==> src/rtl/mem_arbiter.sv <==
// Two-port round-robin arbiter with bounded lock bursts in front of a single-port synchronous memory.
// One transaction at a time: IDLE arbitrates, GRANT drives the memory port, RDATA returns read data.
module mem_arbiter #(
  parameter int unsigned AW       = 8,
  parameter int unsigned DW       = 16,
  parameter int unsigned MAX_LOCK = 4
) (
  input  logic          clk,
  input  logic          reset,
  input  logic          req0,
  input  logic          req1,
  input  logic          we0,
  input  logic          we1,
  input  logic          lock0,
  input  logic          lock1,
  input  logic [AW-1:0] addr0,
  input  logic [AW-1:0] addr1,
  input  logic [DW-1:0] wdata0,
  input  logic [DW-1:0] wdata1,
  output logic          gnt0,
  output logic          gnt1,
  output logic          rvalid0,
  output logic          rvalid1,
  output logic [DW-1:0] rdata,
  output logic          owner,
  output logic [AW-1:0] mem_addr,
  output logic [DW-1:0] mem_din,
  output logic          mem_we,
  input  logic [DW-1:0] mem_dout
);

  localparam int unsigned CW = $clog2(MAX_LOCK + 1);
  localparam logic [CW-1:0] CntMax = CW'(MAX_LOCK);
  localparam logic [CW-1:0] CntOne = CW'(1);

  typedef enum logic [1:0] {StIdle, StGrant, StRdata} state_e;

  state_e        st_q, st_d;
  logic          sel_q, sel_d;
  logic          last_q, last_d;
  logic          held_q, held_d;
  logic [CW-1:0] lock_cnt_q, lock_cnt_d;

  logic req_last, req_other, keep, winner, in_grant, sel_we;

  assign req_last  = last_q ? req1 : req0;
  assign req_other = last_q ? req0 : req1;
  assign keep      = held_q && req_last && !((lock_cnt_q == CntMax) && req_other);
  assign in_grant  = (st_q == StGrant);
  assign sel_we    = sel_q ? we1 : we0;

  always_comb begin
    st_d       = st_q;
    sel_d      = sel_q;
    last_d     = last_q;
    held_d     = held_q;
    lock_cnt_d = lock_cnt_q;
    winner     = 1'b0;
    unique case (st_q)
      StIdle: begin
        if (req0 || req1) begin
          if (keep) begin
            winner = last_q;
            // Saturate so the burst bound still applies after a long uncontested lock.
            if (lock_cnt_q != CntMax) lock_cnt_d = lock_cnt_q + CntOne;
          end else begin
            winner     = (req0 && req1) ? ~last_q : req1;
            lock_cnt_d = CntOne;
          end
          sel_d = winner;
          st_d  = StGrant;
        end
      end
      StGrant: begin
        last_d = sel_q;
        held_d = sel_q ? lock1 : lock0;
        st_d   = sel_we ? StIdle : StRdata;
      end
      StRdata: st_d = StIdle;
      default: st_d = StIdle;
    endcase
  end

  always_ff @(posedge clk) begin
    if (reset) begin
      st_q       <= StIdle;
      sel_q      <= 1'b0;
      last_q     <= 1'b1;
      held_q     <= 1'b0;
      lock_cnt_q <= '0;
    end else begin
      st_q       <= st_d;
      sel_q      <= sel_d;
      last_q     <= last_d;
      held_q     <= held_d;
      lock_cnt_q <= lock_cnt_d;
    end
  end

  // Outputs depend only on registered state (plus the selected port's fields in GRANT).
  always_comb begin
    gnt0     = in_grant && !sel_q;
    gnt1     = in_grant && sel_q;
    rvalid0  = (st_q == StRdata) && !sel_q;
    rvalid1  = (st_q == StRdata) && sel_q;
    rdata    = (st_q == StRdata) ? mem_dout : '0;
    owner    = last_q;
    mem_addr = '0;
    mem_din  = '0;
    mem_we   = 1'b0;
    if (in_grant) begin
      mem_addr = sel_q ? addr1 : addr0;
      mem_din  = sel_q ? wdata1 : wdata0;
      mem_we   = sel_we;
    end
  end

endmodule

==> config.mk <==
export PLATFORM = sky130hd
export DESIGN_NAME = mem_arbiter
export DESIGN_NICKNAME = d
export VERILOG_FILES = /design/src/rtl/mem_arbiter.sv
export SDC_FILE = /design/constraint.sdc
export NUM_CORES = 1
export LEC_CHECK = 0
export ABC_AREA = 1
export BUFFER_PORTS_ARGS = -buffer_cell sky130_fd_sc_hd__buf_2
export CAP_MARGIN = 20
export CORE_MARGIN = 2
export CORE_UTILIZATION = 34
export DETAILED_ROUTE_END_ITERATION = 7
export GPL_ROUTABILITY_DRIVEN = 0
export GPL_TIMING_DRIVEN = 0
export PLACE_DENSITY = 0.89
export SLEW_MARGIN = 20
export SYNTH_ARGS = -nofsm -noshare
export SYNTH_HDL_FRONTEND = slang
export SYNTH_SLANG_ARGS = --single-unit
export TNS_END_PERCENT = 5
==> constraint.sdc <==
create_clock -name clk -period 2.4 [get_ports clk]
set_input_delay 0.24 -clock clk [delete_from_list [all_inputs] [get_ports clk]]
set_output_delay 0.24 -clock clk [all_outputs]
set_load 0.02 [all_outputs]
==> out/metrics.yaml, run 1 <==
run_status:
  status: "completed"
critical_path:
  worstPathArrival_ns: 1.64
  worstSetupEndpointType: "output pin"
  critPathKind: "flop to output pin"
  critPathRequiredTime_ns: 2.16
  start_kind: "flop"
  critPathMaxFanout: 10
floorplanning:
  fp.coreArea_um2: 2500
  io_pins: 118
  die_h_um: 55.65
  die-area_um2: 3097
  fp.dieW_um: 55.65
  start_util_pct: 36.29
  rows: 18
placement:
  pre_cts_slack_ns: 0.7882
  hpwl_um: 2643
  io_buffers: 117
timing:
  setup_viol: 0
  fin_crit_ns: 1.880
  finalHoldViolations: 0
  slew_headroom_pct: 55.49
  period_share_pct: 78.32
  hold_slack_ns: 0.2029
  fin_setup_tns_ns: 0
  setup_ws_ns: 0.5204
  finalMaxSlewViolations: 0
  clock_skew_ns: 0.005595
  rsz0062_at_grt: "false"
  fmax_ghz: 0.5320
  worst_slew_pin_slew_ns: 0.6625
cts:
  clockBufferDepth: 2
  cts_resized: 0
  cts_tree: "yes"
  clk_latency_ns: 0.25
  h-tree-depth: 1
  hold_buffers: 0
  numCtsBuffers: 3
  cts.sinks: 8
  post_cts_buffers: 0
  root_buffer: "clkbuf_4"
  clk_pin_slew_ns: 0.06
routing:
  via_per_inst: 4.640
  dr.pass1.iters: 4
  ant_nets: 0
  wl_per_cell_um: 10.65
  wl_um: 3078
  vias: 1341
  drc: 0
  first_iter_violations: 37
cells_and_area:
  area_growth_pct: 71.17
  nets: 335
  layout_common_cells: "117 x buf_2, 30 x nor2_1, 27 x inv_1, 24 x a22o_1, 20 x nand2_1"
  drive_gt1_share_pct: 50.19
  diodes: 0
  layout_commonest_cell: "buf_2"
pwr:
  vdd_ir_drop_max_mv: 0.2312
  powerDensity_nw_per_um2: 359.5
  p_leak_uw: 0.001036
global_route:
  grt_max_degree: 11
  use_met1_pct: 18.52
  grt_util_met3_pct: 4.651
  overflow: 0
  grt_pass1_wl_um: 5037
  gr-usage-met2_pct: 40.82
  track_usage_pct: 19.63
  grt_pass1_vias: 1235
  busiest_layer: "met2"
  grt_antenna_before_repair: 0
synth:
  synthDistinctLibCells: 22
  synth-seq-area-share_pct: 17.66
  syn_area_per_cell_um2: 6.526
  ys_seq_elements: 8
  ys_warn_count: 0
  syn-cell-area_um2: 907.1
  synth_nets: 213
  synthCells: 139
min_path:
  hp-class: "primary input to flop"
run:
  max_cap_violations: 0
[through the flow]
step | std cells | utilization, % | cell area (um^2) | total power [uW]
CTS | 289 | 62.11 | 1553 | 565.9
global placement | 286 | 61.21 | 1530 | 454.8
finish | 289 | 62.11 | 1553 | 558.3
floorplan | 139 | - | 907.1 | 342.0
detailed placement | 286 | 61.21 | 1530 | 460.2
global route | 289 | 62.11 | 1553 | 601.6
[registers in the layout, indices dropped and copies added, names as in the netlist]
register    flops
sel_q           1
owner           1
st_q            2
lock_cnt_q      3
held_q          1
[worst paths after layout]
kind         slack (ns)              endpoint  depth (start not counted)            startpoint
min reg2reg        0.46  st_q[0]$_SDFFE_PP0P_                          1  st_q[0]$_SDFFE_PP0P_
max reg2reg        1.00    sel_q$_SDFFE_PP0P_                          4  st_q[1]$_SDFFE_PP0P_
max                0.52            mem_din[8]                          7  st_q[0]$_SDFFE_PP0P_
min                0.20   held_q$_SDFFE_PP0P_                          2                 reset
[where the power goes]
group / switching (uW) / total (uW) / leakage (uW) / internal (uW)
combinational: 164 / 298 / 0.000957 / 135
clock: 45.4 / 103 / 0.0000138 / 57.2
sequential: 13.3 / 157 / 0.0000659 / 144
[logic make-up (layout without fill, tap and decap cells)]
logic type	count (synthesis)	after routing	synth area share [%]
compound gates	32	32	28.69
fa+ha+maj	2	2	2.758
buf+inv	34	154	18.62
flops	8	8	17.65
mux	1	1	1.103
simple gates	62	62	31.17
[cell usage after synthesis]
cell type,count,area share [%]
nor2_1,30,12
ha_1,2,2.8
nor3_1,1,0.55
o21ai_0,4,2.2
buf_8,1,1.7
inv_1,27,11
a22o_1,24,23
nor2_8,2,4.4
nor4_1,1,0.69
nand4_1,1,0.69
a21boi_0,1,0.83
mux2i_1,1,1.1
nand3_1,5,2.8
nand2_1,20,8.3
a31oi_2,1,1.4
buf_6,4,5.0
or2_1,1,0.69
clkbuf_1,1,0.41
dfxtp_1,8,18
nand2_2,1,0.69
inv_2,1,0.41
a21oi_1,2,1.1
[cell type report]
class / instances / area (um^2)
Clock buffer: 3 / 22.52
Fill cell: 254 / 947.2
Inverter: 28 / 105.1
Buffer: 6 / 63.81
Timing Repair Buffer: 117 / 585.6
Tap cell: 30 / 37.54
Sequential cell: 8 / 160.2
Multi-Input combinational cell: 97 / 578.1
[critical path, stage by stage, from the launching register on]
cell and delay, ns:
dfxtp_1 0.35, inv_1 0.06, or2_1 0.22, buf_6 0.15, nor2_8 0.14, buf_6 0.15, a22o_1 0.15, buf_2 0.16
[layer usage]
metal,wire [um],vias to the layer above
met3,309,2
met1,1152,572
li1,-,696
met5,0,-
met2,1597,71
met4,19,0
Power figures use the tool's default switching activity.
==> run 2, diff against run 1 <==
- CORE_UTILIZATION: 34 -> 32
- PLACE_DENSITY: 0.89 -> 0.84
- clock period: 2.4 -> 1.8 ns (I/O delays scaled with it)
==> run 2 against run 1 <==
Final area is 8.7% higher. Sequential share of layout area down 0.75 points. Power rose by 44%. Non-clock buffer count grew 7. Combinational power increased by 52%. Core utilization is 0.37 points lower. Clock power up 35%. Setup slack lost 0.45 ns. Critical path depth unchanged. Register-to-register slack lost 0.62 ns. Routed wire length increased by 5.9%. Largest power group unchanged. Highest routed layer unchanged.
==> out/metrics.yaml, run 2 (synthesis results as in run 1) <==
critical_path:
  worstSetupEndpointType: "output pin"
  reg2regPathDepth: 4  # unchanged
  worstPathCellList: "inv_2 > or2_1 > buf_6 > nor2_8 > buf_6 > a22o_1 > buf_6"
  critPathMaxFanout: 7  # -3
  r2r_slack_ns: 0.38  # -0.62 ns
  r2r-end: "sel_q$_SDFFE_PP0P_"
  critPathRequiredTime_ns: 1.62  # -0.54 ns
  cpMaxStageDelayCell: "dfxtp_2"
  slowest_delay_ns: 0.34  # about the same
  start_kind: "flop"
  worstReg2RegStart: "st_q[1]$_SDFFE_PP0P_"
  worstPathArrival_ns: 1.55  # -0.09 ns
  critPathKind: "flop to output pin"
  cpMostUsedCell: "buf_6"
timing:
  fmax_ghz: 0.5765
  finalMaxSlewViolations: 0  # unchanged
  worst_slew_pin_slew_ns: 0.6821  # +0.01962 ns
  slew_headroom_pct: 54.18  # -1.3 points
  period_share_pct: 96.37
  setup_viol: 0  # unchanged
  clock_skew_ns: 0.001411  # -0.004184 ns
  fin_crit_ns: 1.735
  setup_ws_ns: 0.06541  # -0.4549 ns
  rsz0062_at_grt: "true"
  finalHoldViolations: 0  # unchanged
cells_and_area:
  layout_commonest_cell: "buf_2"
  drive_gt1_share_pct: 52.26  # +2.1 points
  diodes: 0  # unchanged
  reg_top3: "lock_cnt_q (3), st_q (2)"
  area_growth_pct: 86.07
  stdcell_count: 297  # +2.8%
  largest-register: "lock_cnt_q"
  utilization_pct: 61.74  # -0.37 points
  layout_common_cells: "97 x buf_2, 30 x nor2_1, 26 x inv_1, 24 x a22o_1, 20 x nand2_1"
  largest_reg_flops: 3  # unchanged
  nFillCells: 259  # +2.0%
  nets: 342  # +2.1%
pwr:
  vdd_ir_drop_max_mv: 0.3392  # +47%
  power_uw: 803.1  # +44%
  powerDensity_nw_per_um2: 475.8  # +32%
  p_leak_uw: 0.001081  # +4.3%
floorplanning:
  start_util_pct: 33.18  # -3.1 points
  rows: 19  # +1
  die-area_um2: 3276  # +5.8%
  fp.coreArea_um2: 2734  # +9.4%
  fp.dieW_um: 57.24  # +2.9%
  io_pins: 118  # unchanged
  die_h_um: 57.24  # +2.9%
routing:
  drc: 0  # unchanged
  first_iter_violations: 61  # +65%
  via_per_inst: 4.542  # -2.1%
  wl_um: 3261  # +5.9%
  wl_per_cell_um: 10.98  # +3.1%
  vias: 1349  # +0.60%
  dr.pass1.iters: 3  # -1
  ant_nets: 0  # unchanged
cts:
  clk_pin_slew_ns: 0.06  # about the same
  root_buffer: "clkbuf_4"
  clockBufferDepth: 2  # unchanged
  clk_latency_ns: 0.25  # about the same
  cts_tree: "yes"
  h-tree-depth: 1  # unchanged
  cts.sinks: 8  # unchanged
  numCtsBuffers: 3  # unchanged
run_status:
  status: "completed"
placement:
  hpwl_um: 2535  # -4.1%
  pre_cts_slack_ns: 0.2647  # -0.5235 ns
  dp.cells: 287  # +0.35%
  io_buffers: 117  # unchanged
run:
  max_cap_violations: 0  # unchanged
global_route:
  track_usage_pct: 17.24  # -2.4 points
  grt_antenna_before_repair: 0  # unchanged
  grt_pass1_wl_um: 4692  # -6.8%
  overflow: 0  # unchanged
  grt_pass1_vias: 1148  # -7.0%
  grt_max_degree: 11  # unchanged
min_path:
  hp-start: "reset"
  hp-class: "primary input to flop"
  min_delay_path_depth: 2  # unchanged
  min_to: "held_q$_SDFFE_PP0P_"
## run 2: through the flow
stage	hold slack, ns	instance area (um^2)	TNS (ns)
after floorplan	0.2456	907.1	0
after global placement	0.4024	1531	0
after detailed placement	0.3944	1531	0
after CTS	0.1215	1603	0
after global routing	0.1252	1688	-0.02364
final	0.1283	1688	0
## run 2: worst max path at each step
stage,start,endpoint,slack (ns),cells after the start
after global routing,st_q[0]$_SDFFE_PP0P_,mem_din[7],-0.01,7
after detailed placement,st_q[0]$_SDFFE_PP0P_,mem_din[2],0.26,7
final,st_q[0]$_SDFFE_PP0P_,mem_addr[2],0.07,7
after floorplan,st_q[0]$_SDFFE_PP0P_,mem_din[10],0.36,6
after global placement,st_q[0]$_SDFFE_PP0P_,mem_addr[4],0.27,7
after CTS,st_q[0]$_SDFFE_PP0P_,mem_din[2],0.02,7
## run 2: metal layers
| metal | up-vias | GRT usage (%) | wire (um) |
|---|---|---|---|
| met3 | 2 | 2.494 | 256 |
| met1 | 569 | 21.22 | 1337 |
| met4 | 0 | 3.987 | 19 |
| li1 | 713 | - | - |
| met5 | - | 0 | 0 |
| met2 | 65 | 31.53 | 1648 |
## run 2: cell type report
type	count	area, um^2	area share [%]
plain buffers	6	63.81	3.781
clock buffers	3	22.52	1.334
inverters	28	105.1	6.227
multi-input cells	97	578.1	34.25
flip-flops and latches	8	161.4	9.563
well taps	31	38.79	2.298
repair buffers	124	718.2	42.55
## run 2: worst max-delay path, delay by kind of cell (launching register included)
| family | cells | cell delay (ns) |
|---|---|---|
| compound gates | 1 | 0.16 |
| buf+inv | 4 | 0.44 |
| flops | 1 | 0.34 |
| simple gates | 2 | 0.36 |
## run 2: timing repair
item                                    in CTS  in global routing
endpoints found under the setup margin      17                 23
pin swaps                                    2                  3
resized for setup                           11                 22
gates cloned                                 0                  3
buffers inserted                             3                  1
hold buffers                                 0                  0
hold endpoints to repair                     0                  0
## run 2: power by group
group / internal, uW / leakage, uW / total [uW] / switching (uW)
Clock: 76.4 / 0.0000138 / 139 / 62.8
Combinational: 224 / 0.00100 / 454 / 230
Sequential: 192 / 0.0000662 / 210 / 17.9
Total: 493 / 0.00108 / 803 / 311
